**src/rtl/filt_sched_pkg.sv**
```systemverilog
// Shared types, defaults and width helpers for the pulse-shaping filter sequencer.
package filt_sched_pkg;

  typedef enum logic [1:0] {BOOT, LOAD, FLUSH, RUN} state_e;

  localparam int DEF_WIDTH     = 18;
  localparam int DEF_LENGTH    = 93;
  localparam int DEF_NUM_BANKS = 8;
  localparam int DEF_SAM_DIV   = 4;
  localparam int DEF_SYM_DIV   = 4;

  // Symmetric filter: only the centre tap plus one half is stored.
  function automatic int taps_of(input int length);
    return (length + 1) / 2;
  endfunction

  function automatic int bits_of(input int n);
    return (n > 1) ? $clog2(n) : 1;
  endfunction

  function automatic int addr_w_of(input int num_banks, input int length);
    return bits_of(num_banks * taps_of(length));
  endfunction

endpackage

```
**src/rtl/filt_sched_if.sv**
```systemverilog
// Bundle between the sequencer, its coefficient ROM, the LUT and the filter datapath.
interface filt_sched_if
  import filt_sched_pkg::*;
#(
  parameter int WIDTH     = DEF_WIDTH,
  parameter int LENGTH    = DEF_LENGTH,
  parameter int NUM_BANKS = DEF_NUM_BANKS,
  parameter int SYM_DIV   = DEF_SYM_DIV
);
  localparam int ADDR_W = addr_w_of(NUM_BANKS, LENGTH);
  localparam int BANK_W = bits_of(NUM_BANKS);
  localparam int TAP_W  = bits_of(taps_of(LENGTH));
  localparam int PH_W   = bits_of(SYM_DIV);

  logic              load_req;
  logic              load_busy;
  logic              load_done;
  logic [ADDR_W-1:0] rom_addr;
  logic [WIDTH-1:0]  rom_data;
  logic              lut_we;
  logic [BANK_W-1:0] lut_bank;
  logic [TAP_W-1:0]  lut_tap;
  logic [WIDTH-1:0]  lut_data;
  logic              filt_reset;
  logic              sam_clk_en;
  logic              sym_clk_en;
  logic [PH_W-1:0]   sym_phase;
  logic              y_valid;

  modport master (
    input  load_req, rom_data,
    output load_busy, load_done, rom_addr, lut_we, lut_bank, lut_tap, lut_data,
           filt_reset, sam_clk_en, sym_clk_en, sym_phase, y_valid
  );

  modport slave (
    output load_req, rom_data,
    input  load_busy, load_done, rom_addr, lut_we, lut_bank, lut_tap, lut_data,
           filt_reset, sam_clk_en, sym_clk_en, sym_phase, y_valid
  );

endinterface

```
**src/rtl/filt_sched_clk_en_gen.sv**
```systemverilog
// Sample / symbol clock-enable generator; counters are held at zero while run_i is low.
module filt_sched_clk_en_gen
  import filt_sched_pkg::*;
#(
  parameter int SAM_DIV = DEF_SAM_DIV,
  parameter int SYM_DIV = DEF_SYM_DIV
) (
  input  logic                       clk,
  input  logic                       rst,
  input  logic                       run_i,
  output logic                       sam_clk_en_o,
  output logic                       sym_clk_en_o,
  output logic [bits_of(SYM_DIV)-1:0] sym_phase_o
);
  localparam int DIV_W = bits_of(SAM_DIV);
  localparam int PH_W  = bits_of(SYM_DIV);

  logic [DIV_W-1:0] div_cnt_q;
  logic [PH_W-1:0]  next_ph_q;
  logic [PH_W-1:0]  sym_phase_q;
  logic             sam_en_q;
  logic             sym_en_q;

  // sym_phase_q reports the index of the most recent sample pulse, so it
  // reads 0 on the same cycle as sym_clk_en.
  always_ff @(posedge clk or posedge rst) begin
    if (rst) begin
      div_cnt_q   <= '0;
      next_ph_q   <= '0;
      sym_phase_q <= '0;
      sam_en_q    <= 1'b0;
      sym_en_q    <= 1'b0;
    end else if (!run_i) begin
      div_cnt_q   <= '0;
      next_ph_q   <= '0;
      sym_phase_q <= '0;
      sam_en_q    <= 1'b0;
      sym_en_q    <= 1'b0;
    end else begin
      sam_en_q <= 1'b0;
      sym_en_q <= 1'b0;
      if (div_cnt_q == DIV_W'(SAM_DIV - 1)) begin
        div_cnt_q   <= '0;
        sam_en_q    <= 1'b1;
        sym_en_q    <= (next_ph_q == '0);
        sym_phase_q <= next_ph_q;
        next_ph_q   <= (next_ph_q == PH_W'(SYM_DIV - 1)) ? '0 : next_ph_q + 1'b1;
      end else begin
        div_cnt_q <= div_cnt_q + 1'b1;
      end
    end
  end

  assign sam_clk_en_o = sam_en_q;
  assign sym_clk_en_o = sym_en_q;
  assign sym_phase_o  = sym_phase_q;

endmodule

```
**src/rtl/filt_sched.sv**
```systemverilog
// Filter sequencer: loads the mapper LUT from ROM, then flushes the delay line and runs.
module filt_sched
  import filt_sched_pkg::*;
#(
  parameter int WIDTH     = DEF_WIDTH,
  parameter int LENGTH    = DEF_LENGTH,
  parameter int NUM_BANKS = DEF_NUM_BANKS,
  parameter int SAM_DIV   = DEF_SAM_DIV,
  parameter int SYM_DIV   = DEF_SYM_DIV
) (
  input  logic         sys_clk,
  input  logic         reset,
  filt_sched_if.master bus
);
  localparam int TAPS   = taps_of(LENGTH);
  localparam int ADDR_W = addr_w_of(NUM_BANKS, LENGTH);
  localparam int BANK_W = bits_of(NUM_BANKS);
  localparam int TAP_W  = bits_of(TAPS);
  localparam int PH_W   = bits_of(SYM_DIV);
  localparam int FL_W   = bits_of(LENGTH);

  state_e            state_q;
  logic [ADDR_W-1:0] addr_q;
  logic [BANK_W-1:0] bank_q;
  logic [TAP_W-1:0]  tap_q;
  logic              addr_done_q;
  logic [FL_W-1:0]   flush_cnt_q;
  logic              lut_we_q;
  logic [BANK_W-1:0] lut_bank_q;
  logic [TAP_W-1:0]  lut_tap_q;
  logic [WIDTH-1:0]  lut_data_q;
  logic              load_done_q;
  logic              load_busy_q;
  logic              filt_reset_q;
  logic              y_valid_q;

  logic              active;
  logic              go_load;
  logic              run;
  logic              sam_en;
  logic              sym_en;
  logic [PH_W-1:0]   sym_phase;

  assign active  = (state_q == FLUSH) || (state_q == RUN);
  assign go_load = (state_q == BOOT) || (active && bus.load_req);
  // A reload request clears the enables on the same edge the FSM enters LOAD.
  assign run     = active && !bus.load_req;

  filt_sched_clk_en_gen #(
    .SAM_DIV (SAM_DIV),
    .SYM_DIV (SYM_DIV)
  ) u_clk_en (
    .clk          (sys_clk),
    .rst          (reset),
    .run_i        (run),
    .sam_clk_en_o (sam_en),
    .sym_clk_en_o (sym_en),
    .sym_phase_o  (sym_phase)
  );

  always_ff @(posedge sys_clk or posedge reset) begin
    if (reset) begin
      state_q      <= BOOT;
      addr_q       <= '0;
      bank_q       <= '0;
      tap_q        <= '0;
      addr_done_q  <= 1'b0;
      flush_cnt_q  <= '0;
      lut_we_q     <= 1'b0;
      lut_bank_q   <= '0;
      lut_tap_q    <= '0;
      lut_data_q   <= '0;
      load_done_q  <= 1'b0;
      load_busy_q  <= 1'b0;
      filt_reset_q <= 1'b1;
      y_valid_q    <= 1'b0;
    end else begin
      lut_we_q    <= 1'b0;
      load_done_q <= 1'b0;
      if (go_load) begin
        state_q      <= LOAD;
        addr_q       <= '0;
        bank_q       <= '0;
        tap_q        <= '0;
        addr_done_q  <= 1'b0;
        flush_cnt_q  <= '0;
        load_busy_q  <= 1'b1;
        filt_reset_q <= 1'b1;
        y_valid_q    <= 1'b0;
      end else begin
        case (state_q)
          LOAD: begin
            // Write stage: ROM data for addr_q is captured alongside its bank/tap.
            if (!addr_done_q) begin
              lut_we_q   <= 1'b1;
              lut_bank_q <= bank_q;
              lut_tap_q  <= tap_q;
              lut_data_q <= bus.rom_data;
              if (tap_q == TAP_W'(TAPS - 1)) begin
                tap_q <= '0;
                if (bank_q == BANK_W'(NUM_BANKS - 1)) begin
                  addr_done_q <= 1'b1;
                  load_done_q <= 1'b1;
                end else begin
                  bank_q <= bank_q + 1'b1;
                  addr_q <= addr_q + 1'b1;
                end
              end else begin
                tap_q  <= tap_q + 1'b1;
                addr_q <= addr_q + 1'b1;
              end
            end else begin
              state_q      <= FLUSH;
              addr_q       <= '0;
              bank_q       <= '0;
              addr_done_q  <= 1'b0;
              load_busy_q  <= 1'b0;
              filt_reset_q <= 1'b0;
            end
          end
          FLUSH: begin
            if (sam_en) begin
              if (flush_cnt_q == FL_W'(LENGTH - 1)) begin
                state_q   <= RUN;
                y_valid_q <= 1'b1;
              end else begin
                flush_cnt_q <= flush_cnt_q + 1'b1;
              end
            end
          end
          RUN:     state_q <= RUN;
          default: state_q <= BOOT;
        endcase
      end
    end
  end

  assign bus.load_busy  = load_busy_q;
  assign bus.load_done  = load_done_q;
  assign bus.rom_addr   = addr_q;
  assign bus.lut_we     = lut_we_q;
  assign bus.lut_bank   = lut_bank_q;
  assign bus.lut_tap    = lut_tap_q;
  assign bus.lut_data   = lut_data_q;
  assign bus.filt_reset = filt_reset_q;
  assign bus.sam_clk_en = sam_en;
  assign bus.sym_clk_en = sym_en;
  assign bus.sym_phase  = sym_phase;
  assign bus.y_valid    = y_valid_q;

endmodule

```
**src/flat_wrapper.sv**
```systemverilog
// flat-port wrapper written by rule: the top's interface ports become plain ports
module filt_sched_flat import filt_sched_pkg::*;
#(
  parameter int WIDTH     = DEF_WIDTH,
  parameter int LENGTH    = DEF_LENGTH,
  parameter int NUM_BANKS = DEF_NUM_BANKS,
  parameter int SAM_DIV   = DEF_SAM_DIV,
  parameter int SYM_DIV   = DEF_SYM_DIV
)
  (sys_clk, reset, bus_load_req, bus_rom_data, bus_load_busy, bus_load_done, bus_rom_addr, bus_lut_we, bus_lut_bank, bus_lut_tap, bus_lut_data, bus_filt_reset, bus_sam_clk_en, bus_sym_clk_en, bus_sym_phase, bus_y_valid);
  filt_sched_if #(.WIDTH(WIDTH), .LENGTH(LENGTH), .NUM_BANKS(NUM_BANKS), .SYM_DIV(SYM_DIV)) bus_i ();
  input  logic sys_clk;
  input  logic reset;
  input wire logic [$bits(bus_i.load_req)-1:0] bus_load_req;
  input wire logic [$bits(bus_i.rom_data)-1:0] bus_rom_data;
  output wire logic [$bits(bus_i.load_busy)-1:0] bus_load_busy;
  output wire logic [$bits(bus_i.load_done)-1:0] bus_load_done;
  output wire logic [$bits(bus_i.rom_addr)-1:0] bus_rom_addr;
  output wire logic [$bits(bus_i.lut_we)-1:0] bus_lut_we;
  output wire logic [$bits(bus_i.lut_bank)-1:0] bus_lut_bank;
  output wire logic [$bits(bus_i.lut_tap)-1:0] bus_lut_tap;
  output wire logic [$bits(bus_i.lut_data)-1:0] bus_lut_data;
  output wire logic [$bits(bus_i.filt_reset)-1:0] bus_filt_reset;
  output wire logic [$bits(bus_i.sam_clk_en)-1:0] bus_sam_clk_en;
  output wire logic [$bits(bus_i.sym_clk_en)-1:0] bus_sym_clk_en;
  output wire logic [$bits(bus_i.sym_phase)-1:0] bus_sym_phase;
  output wire logic [$bits(bus_i.y_valid)-1:0] bus_y_valid;
  assign bus_i.load_req = bus_load_req;
  assign bus_i.rom_data = bus_rom_data;
  assign bus_load_busy = bus_i.load_busy;
  assign bus_load_done = bus_i.load_done;
  assign bus_rom_addr = bus_i.rom_addr;
  assign bus_lut_we = bus_i.lut_we;
  assign bus_lut_bank = bus_i.lut_bank;
  assign bus_lut_tap = bus_i.lut_tap;
  assign bus_lut_data = bus_i.lut_data;
  assign bus_filt_reset = bus_i.filt_reset;
  assign bus_sam_clk_en = bus_i.sam_clk_en;
  assign bus_sym_clk_en = bus_i.sym_clk_en;
  assign bus_sym_phase = bus_i.sym_phase;
  assign bus_y_valid = bus_i.y_valid;
  filt_sched #(.WIDTH(WIDTH), .LENGTH(LENGTH), .NUM_BANKS(NUM_BANKS), .SAM_DIV(SAM_DIV), .SYM_DIV(SYM_DIV)) u_core (.sys_clk(sys_clk), .reset(reset), .bus(bus_i));
endmodule
```
**config.mk**
```make
export PLATFORM = sky130hd
export DESIGN_NAME = filt_sched_flat
export DESIGN_NICKNAME = d
export VERILOG_FILES = /design/src/rtl/filt_sched_pkg.sv /design/src/rtl/filt_sched_if.sv /design/src/rtl/filt_sched_clk_en_gen.sv /design/src/rtl/filt_sched.sv /design/src/flat_wrapper.sv
export SDC_FILE = /design/constraint.sdc
export NUM_CORES = 1
export LEC_CHECK = 0
export ABC_AREA = 1
export CORE_UTILIZATION = 27
export CTS_CLUSTER_DIAMETER = 100
export CTS_CLUSTER_SIZE = 12
export DETAILED_ROUTE_END_ITERATION = 10
export GPL_TIMING_DRIVEN = 0
export PLACE_DENSITY = 0.51
export SLEW_MARGIN = 5
export SYNTH_ARGS = -nofsm -noshare
export SYNTH_HDL_FRONTEND = slang
export SYNTH_SLANG_ARGS = --single-unit
```
**constraint.sdc**
```tcl
create_clock -name sys_clk -period 2.8 [get_ports sys_clk]
set_input_delay 0.56 -clock sys_clk [delete_from_list [all_inputs] [get_ports sys_clk]]
set_output_delay 0.56 -clock sys_clk [all_outputs]
set_load 0.05 [all_outputs]
```
==> run summary, run 1 <==
status: finished clean
CTS sink count: 68
Non-Filler Cell Area, Final: 0.004333 mm2
H-tree depth: 3
first-pass GRT wire length: 11850 um
Pwr per Cell Area: 1090 mW/mm2
post-layout min period: 2.208 ns
Yosys top cell by area: dfrtp_1
routed vias: 2618
hold buffers post-CTS: 0
clock skew: 0.005789 ns
Flop pwr share: 30.1%
share of layout cells above drive strength 1: 8.798%
Seq. cell area: 0.001703 mm2
via/cell ratio: 4.299
Reg2Reg Setup Slack: 1.16 ns
Internal: 2.670 mW
Setup TNS Final: 0 ns
crit-path cells: clkdlybuf4s50_1
WP buf/inv: 1
relative slew slack: 64.25%
hold path endpoint: u_core.u_clk_en.div_cnt_q[0]$_DFF_PP0_
top post-synthesis cells by area: dfrtp_1 (53%), nand2_1 (18%), inv_1 (4.4%)
Tcrit/Tclk final: 78.87%
PostCTS Resize Cnt: 0
Slew Limit Fails: 0
post-synth top area share: 53.26%
Hold/Removal Path Class: flop to flop
DR WL/cell: 11.66 um
critical path class: flop to output port
final net count: 492
Die X-Extent: 110.0 um
worst hold margin: 0.4377 ns
pin count of the biggest net entering global routing: 60
Seq/Total Area, Yosys: 54.09%
Fill cells: 1177
die area: 0.01210 mm2
#FFs+latches synth: 68
Crit Reg-Reg Endpoint: u_core.bus.rom_addr[8]$_DFFE_PP0P_
Ys Warns: 0
min-delay src: u_core.u_clk_en.div_cnt_q[0]$_DFF_PP0_
Worst setup EP type: output port
r2r startpoint: u_core.tap_q[0]$_DFFE_PP0P_
Total GRT Usage: 12.78%
Fmax: 452.8 MHz
VDD IR max: 0.5401 mV
delay-heaviest family, CP: buffers and inverters
CP max FO: 2
Crit path required time: 2.24 ns
Initial Utilization: 27.69%
core footprint: 0.01137 mm2
Num CTS Buffers: 9
DP HPWL: 5106 um
DRC: 0
drt total wl: 7100 um
DR iter-0 viols: 117
switching part of the total: 43.48%
First-pass DRT Iterations: 4
crit path launch type: flop
Antenna Violating Nets Remaining: 0
CTS tree: yes
vias in the first global route: 2575
Max-Cap Viols: 0
final setup fails: 0
synth unique cells: 28
number of cells on the worst reg-to-reg path: 9
Post-Syn Nets: 415
PortBufs: 65
FP Rows: 39
total congestion overflow: 0
RSZ-0062 raised after global routing: no
CP peak stage delay: 0.79 ns
clock power share: 26.0%
CTS root buffer: clkbuf_16
Worst-path clk slew: 0.06 ns
final hold vios: 0
Multi-input gate area: 0.001242 mm2
Placement Cell Area: 0.004008 mm2
Post-Synthesis Cells: 384
total power: 4.725 mW
mapped cell area: 0.003148 mm2
leak pwr: 2.106 nW
Area Growth Syn to Fin: 37.64%
Longest Clk Path Bufs: 2
Worst-Skew Late Latency: 0.33 ns
Logic pwr share: 43.9%
initial antenna violation count: 0
Crit-path slowest cell: clkdlybuf4s50_1
switching power: 2.054 mW
die height: 110.0 um
worst hold stages: 1
Post-CTS Setup Repair Bufs: 0
GP Congestion: 0.7712
ANT cells: 0
measured slew at the worst slew-check pin: 0.5345 ns
Worst Path Arrival: 1.65 ns
IO Count: 66
Synth Area per Inst: 8.198 um2
-- how the worst max path moves through the flow --
stage,from,to,cells after the start
final,u_core.bus.filt_reset$_DFFE_PP1P_,bus_filt_reset,1
after global routing,u_core.bus.filt_reset$_DFFE_PP1P_,bus_filt_reset,1
after CTS,u_core.bus.filt_reset$_DFFE_PP1P_,bus_filt_reset,1
after detailed placement,bus_load_req,u_core.bus.rom_addr[8]$_DFFE_PP0P_,8
after global placement,reset,u_core.bus.load_done$_DFF_PP0_,2
after floorplan,reset,u_core.addr_done_q$_DFFE_PP0P_,1
-- cells by family (layout without fill, tap and decap cells) --
kind of cell,Yosys count,in the layout,share of synthesized area [%]
and+or+nand+nor,227,227,30.64
adders and majority gates,10,10,3.975
buffers and inverters,51,133,6.439
AOI/OAI and AO/OA,27,27,4.571
DFF,68,68,54.09
xor gates and xnor gates,1,1,0.2783
-- cells in the final DEF (no fill, tap or decap), drive strengths merged --
cell           netlist  routed
o21ai               21      21
ha                  10      10
inv                 44      45
o22ai                1       1
nand3               19      19
clkinv               0       4
o21a                 1       1
buf                  6       7
clkdlybuf4s50        0      65
nand2              154     154
bufinv               0       2
xor2                 1       1
nand3b               1       1
dfstp                1       1
o21bai               2       2
clkbuf               1      10
nor2                41      41
dfrtp               67      67
nor3                 4       4
a21oi                2       2
nand4                8       8
-- power groups by stage --
stage,Clock [mW],Sequential [mW],Combinational (mW)
final,1.23,1.42,2.08
after global routing,1.30,1.46,2.25
after CTS,1.26,1.42,2.11
after detailed placement,0,1.43,2.11
after global placement,0,1.43,2.08
after floorplan,0,2.13,0.715
-- final cells by class --
class / count / area share, %
flip-flops and latches: 68 / 39.30
clock inverters: 7 / 2.310
multi-input cells: 265 / 28.67
plain buffers: 7 / 0.8663
well taps: 143 / 4.129
inverters: 44 / 3.869
clock buffers: 9 / 5.198
repair buffers: 66 / 15.65
-- routing by layer --
metal / share of wire [%] / GRT usage (%) / vias up
li1: - / - / 1354
met1: 49 / 16.60 / 1219
met2: 47 / 20.31 / 37
met3: 2.6 / 2.116 / 8
met4: 1.9 / 6.952 / 0
met5: 0 / 0 / -
-- cell usage after synthesis (all sizes together) --
master,instances
xor2,1
dfstp,1
o21bai,2
nand3b,1
o21ai,21
clkbuf,1
dfrtp,67
o21a,1
inv,44
a21oi,2
nor3,4
o22ai,1
ha,10
nor2,41
nand3,19
nand4,8
buf,6
nand2,154
-- registers in the layout, summed over array words and instances (netlist names) --
signal                        cells
u_core.bank_q                     3
u_core.u_clk_en.div_cnt_q         2
u_core.bus.lut_bank               3
u_core.u_clk_en.sym_phase_o       2
u_core.bus.lut_tap                6
u_core.u_clk_en.sym_clk_en_o      1
u_core.u_clk_en.next_ph_q         2
u_core.state_q                    2
u_core.addr_done_q                1
u_core.u_clk_en.sam_clk_en_o      1
u_core.bus.load_busy              1
u_core.bus.load_done              1
u_core.bus.filt_reset             1
u_core.bus.lut_we                 1
u_core.bus.lut_data              18
u_core.flush_cnt_q                7
u_core.bus.y_valid                1
u_core.bus.rom_addr               9
u_core.tap_q                      6
-- per-stage QoR --
step	setup slack, ns	util [%]	instances
final	0.5915	38.11	609
after global routing	0.5609	38.11	609
after CTS	0.5727	38.11	609
after detailed placement	0.6923	35.25	593
after global placement	-0.7623	34.98	592
after floorplan	0.5301	-	384
Note: power is estimated with default switching activity, not from simulation.
==> run 2, diff against run 1 <==
Settings changed: PLACE_DENSITY 0.51 to 0.52.
Clock period 2.8 ns to 1.93 ns, I/O delays scaled along.
==> run summary, run 2 (synthesized netlist as in run 1, its figures left out) <==
status: finished clean
Non-Filler Cell Area, Final: 0.004319 mm2 (-0.32%)
Total GRT Usage: 12.72% (-0.059 points)
Area Growth Syn to Fin: 37.20%
VDD IR max: 0.6506 mV (+20%)
ANT cells: 0 (unchanged)
leak pwr: 2.199 nW (+4.4%)
GP Congestion: 0.7931 (+2.8%)
Largest register FFs: 18 (unchanged)
delay-heaviest family, CP: buffers and inverters
Worst-Skew Late Latency: 0.33 ns (about the same)
switching part of the total: 43.55% (+0.065 points)
share of layout cells above drive strength 1: 8.602% (-0.20 points)
Pwr per Cell Area: 1572 mW/mm2 (+44%)
commonest non-fill, non-tap cell in the layout: nand2_1
Antenna Violating Nets Remaining: 0 (unchanged)
first-pass GRT wire length: 11720 um (-1.2%)
Slew Limit Fails: 0 (unchanged)
Internal: 3.833 mW (+44%)
CP Depth: 1 (unchanged)
FP Rows: 39 (unchanged)
via/cell ratio: 4.286 (-0.29%)
Reg2Reg Setup Slack: 0.36 ns (-0.80 ns)
critical path class: flop to output port
pin count of the biggest net entering global routing: 37 (-38%)
Die X-Extent: 110.0 um (unchanged)
Hold/Removal Path Class: flop to flop
total congestion overflow: 0 (unchanged)
Crit path required time: 1.54 ns (-0.70 ns)
hold path endpoint: u_core.u_clk_en.div_cnt_q[0]$_DFF_PP0_
drt total wl: 7059 um (-0.58%)
post-layout min period: 1.888 ns
Initial Utilization: 27.69% (unchanged)
Num CTS Buffers: 9 (unchanged)
Fmax: 529.5 MHz
number of cells on the worst reg-to-reg path: 9 (unchanged)
WP buf/inv: 1 (unchanged)
RSZ-0062 raised after global routing: no
CTS sink count: 68 (unchanged)
clock skew: 0.006648 ns (+0.0008589 ns)
CTS tree: yes
final net count: 492 (unchanged)
measured slew at the worst slew-check pin: 0.7894 ns (+0.2549 ns)
clock power share: 25.7% (-0.3 points)
H-tree depth: 3 (unchanged)
initial antenna violation count: 0 (unchanged)
final setup fails: 0 (unchanged)
Layout Utilization: 37.99% (-0.12 points)
DR WL/cell: 11.61 um (-0.41%)
Crit-path slowest cell: clkdlybuf4s50_1
worst hold stages: 1 (unchanged)
CP max FO: 2 (unchanged)
die height: 110.0 um (unchanged)
r2r startpoint: u_core.tap_q[0]$_DFFE_PP0P_
IO Count: 66 (unchanged)
Worst setup EP type: output port
Worst Path Arrival: 1.50 ns (-0.15 ns)
CP peak stage delay: 0.82 ns (+0.03 ns)
final hold vios: 0 (unchanged)
routed vias: 2606 (-0.46%)
PortBufs: 65 (unchanged)
Logic pwr share: 44.0% (about the same)
CTS root buffer: clkbuf_16
Placement Cell Area: 0.004001 mm2 (-0.16%)
DRC: 0 (unchanged)
vias in the first global route: 2483 (-3.6%)
First-pass DRT Iterations: 4 (unchanged)
crit path launch type: flop
Crit Reg-Reg Endpoint: u_core.bus.rom_addr[8]$_DFFE_PP0P_
relative slew slack: 47.26% (-17 points)
worst hold margin: 0.4314 ns (-0.006272 ns)
Longest Clk Path Bufs: 2 (unchanged)
Flop pwr share: 30.3% (+0.2 points)
hold buffers post-CTS: 0 (unchanged)
DP HPWL: 5200 um (+1.8%)
min-delay src: u_core.u_clk_en.div_cnt_q[0]$_DFF_PP0_
total power: 6.790 mW (+44%)
core footprint: 0.01137 mm2 (unchanged)
commonest non-fill, non-tap cells in the layout: nand2_1 (149), dfrtp_1 (67), clkdlybuf4s50_1 (50), nor2_1 (37), inv_1 (36)
die area: 0.01210 mm2 (unchanged)
Max-Cap Viols: 0 (unchanged)
switching power: 2.957 mW (+44%)
Tcrit/Tclk final: 97.85%
DR iter-0 viols: 161 (+38%)
crit-path cells: clkdlybuf4s50_1
Worst-path clk slew: 0.06 ns (about the same)
-- run 2: cell count changes in the layout (fill, tap and decap cells not counted), sizes merged --
cell / change
clkdlybuf4s50: -15
dlygate4sd2: +9
dlymetal6s2s: +6
clkinv: -3
clkinvlp: +3
inv: -1
-- run 2: per-stage QoR --
stage / setup TNS [ns] / setup slack, ns / cells
2_1_floorplan: 0 / 0.3891 / 384
3_3_place_gp: -7.858 / -0.1208 / 592
3_5_place_dp: -0.1783 / -0.03979 / 593
4_1_cts: 0 / 0.003309 / 608
5_1_grt: 0 / 0.001359 / 608
6_report: 0 / 0.04154 / 608
-- run 2: area by class of cell --
class | count | area (um2)
plain buffers | 7 | 37.54
clock buffers | 9 | 225.2
clock inverters | 6 | 88.84
fillers | 1132 | 7051
inverters | 44 | 168.9
multi-input cells | 265 | 1242
flip-flops and latches | 68 | 1703
well taps | 143 | 178.9
repair buffers | 66 | 674.4
-- run 2: repair_timing --
item                       CTS  global route
buffers inserted             0             0
setup endpoints to repair    9             6
gates cloned                 0             0
resized for setup            9             6
-- run 2: routing by layer --
| metal | GRT usage, % | part of all wire [%] |
|---|---|---|
| met2 | 19.73 | 47 |
| met5 | 0 | 0 |
| met3 | 3.527 | 3.6 |
| met1 | 16.52 | 48 |
| met4 | 5.619 | 1.9 |
-- run 2: worst max-delay path by stage --
| stage | to | slack (ns) | startpoint |
|---|---|---|---|
| global route | bus_sym_phase[0] | 0.001 | u_core.u_clk_en.sym_phase_o[0]$_DFFE_PP0P_ |
| detailed placement | u_core.bus.rom_addr[8]$_DFFE_PP0P_ | -0.04 | bus_load_req |
| floorplan | u_core.bus.rom_addr[8]$_DFFE_PP0P_ | 0.39 | u_core.bus.rom_addr[0]$_DFFE_PP0P_ |
| finish | bus_lut_tap[0] | 0.04 | u_core.bus.lut_tap[0]$_DFFE_PP0P_ |
| CTS | bus_rom_addr[1] | 0.003 | u_core.bus.rom_addr[1]$_DFFE_PP0P_ |
| global placement | u_core.flush_cnt_q[3]$_DFFE_PP0P_ | -0.12 | reset |
-- run 2: power groups by stage --
| stage | registers (mW) | logic (mW) | clock network (mW) |
|---|---|---|---|
| final | 2.06 | 2.99 | 1.74 |
| after floorplan | 3.08 | 1.04 | 0 |
| after global routing | 2.11 | 3.25 | 1.85 |
| after CTS | 2.07 | 3.04 | 1.78 |
| after detailed placement | 2.08 | 3.06 | 0 |
| after global placement | 2.07 | 3.02 | 0 |
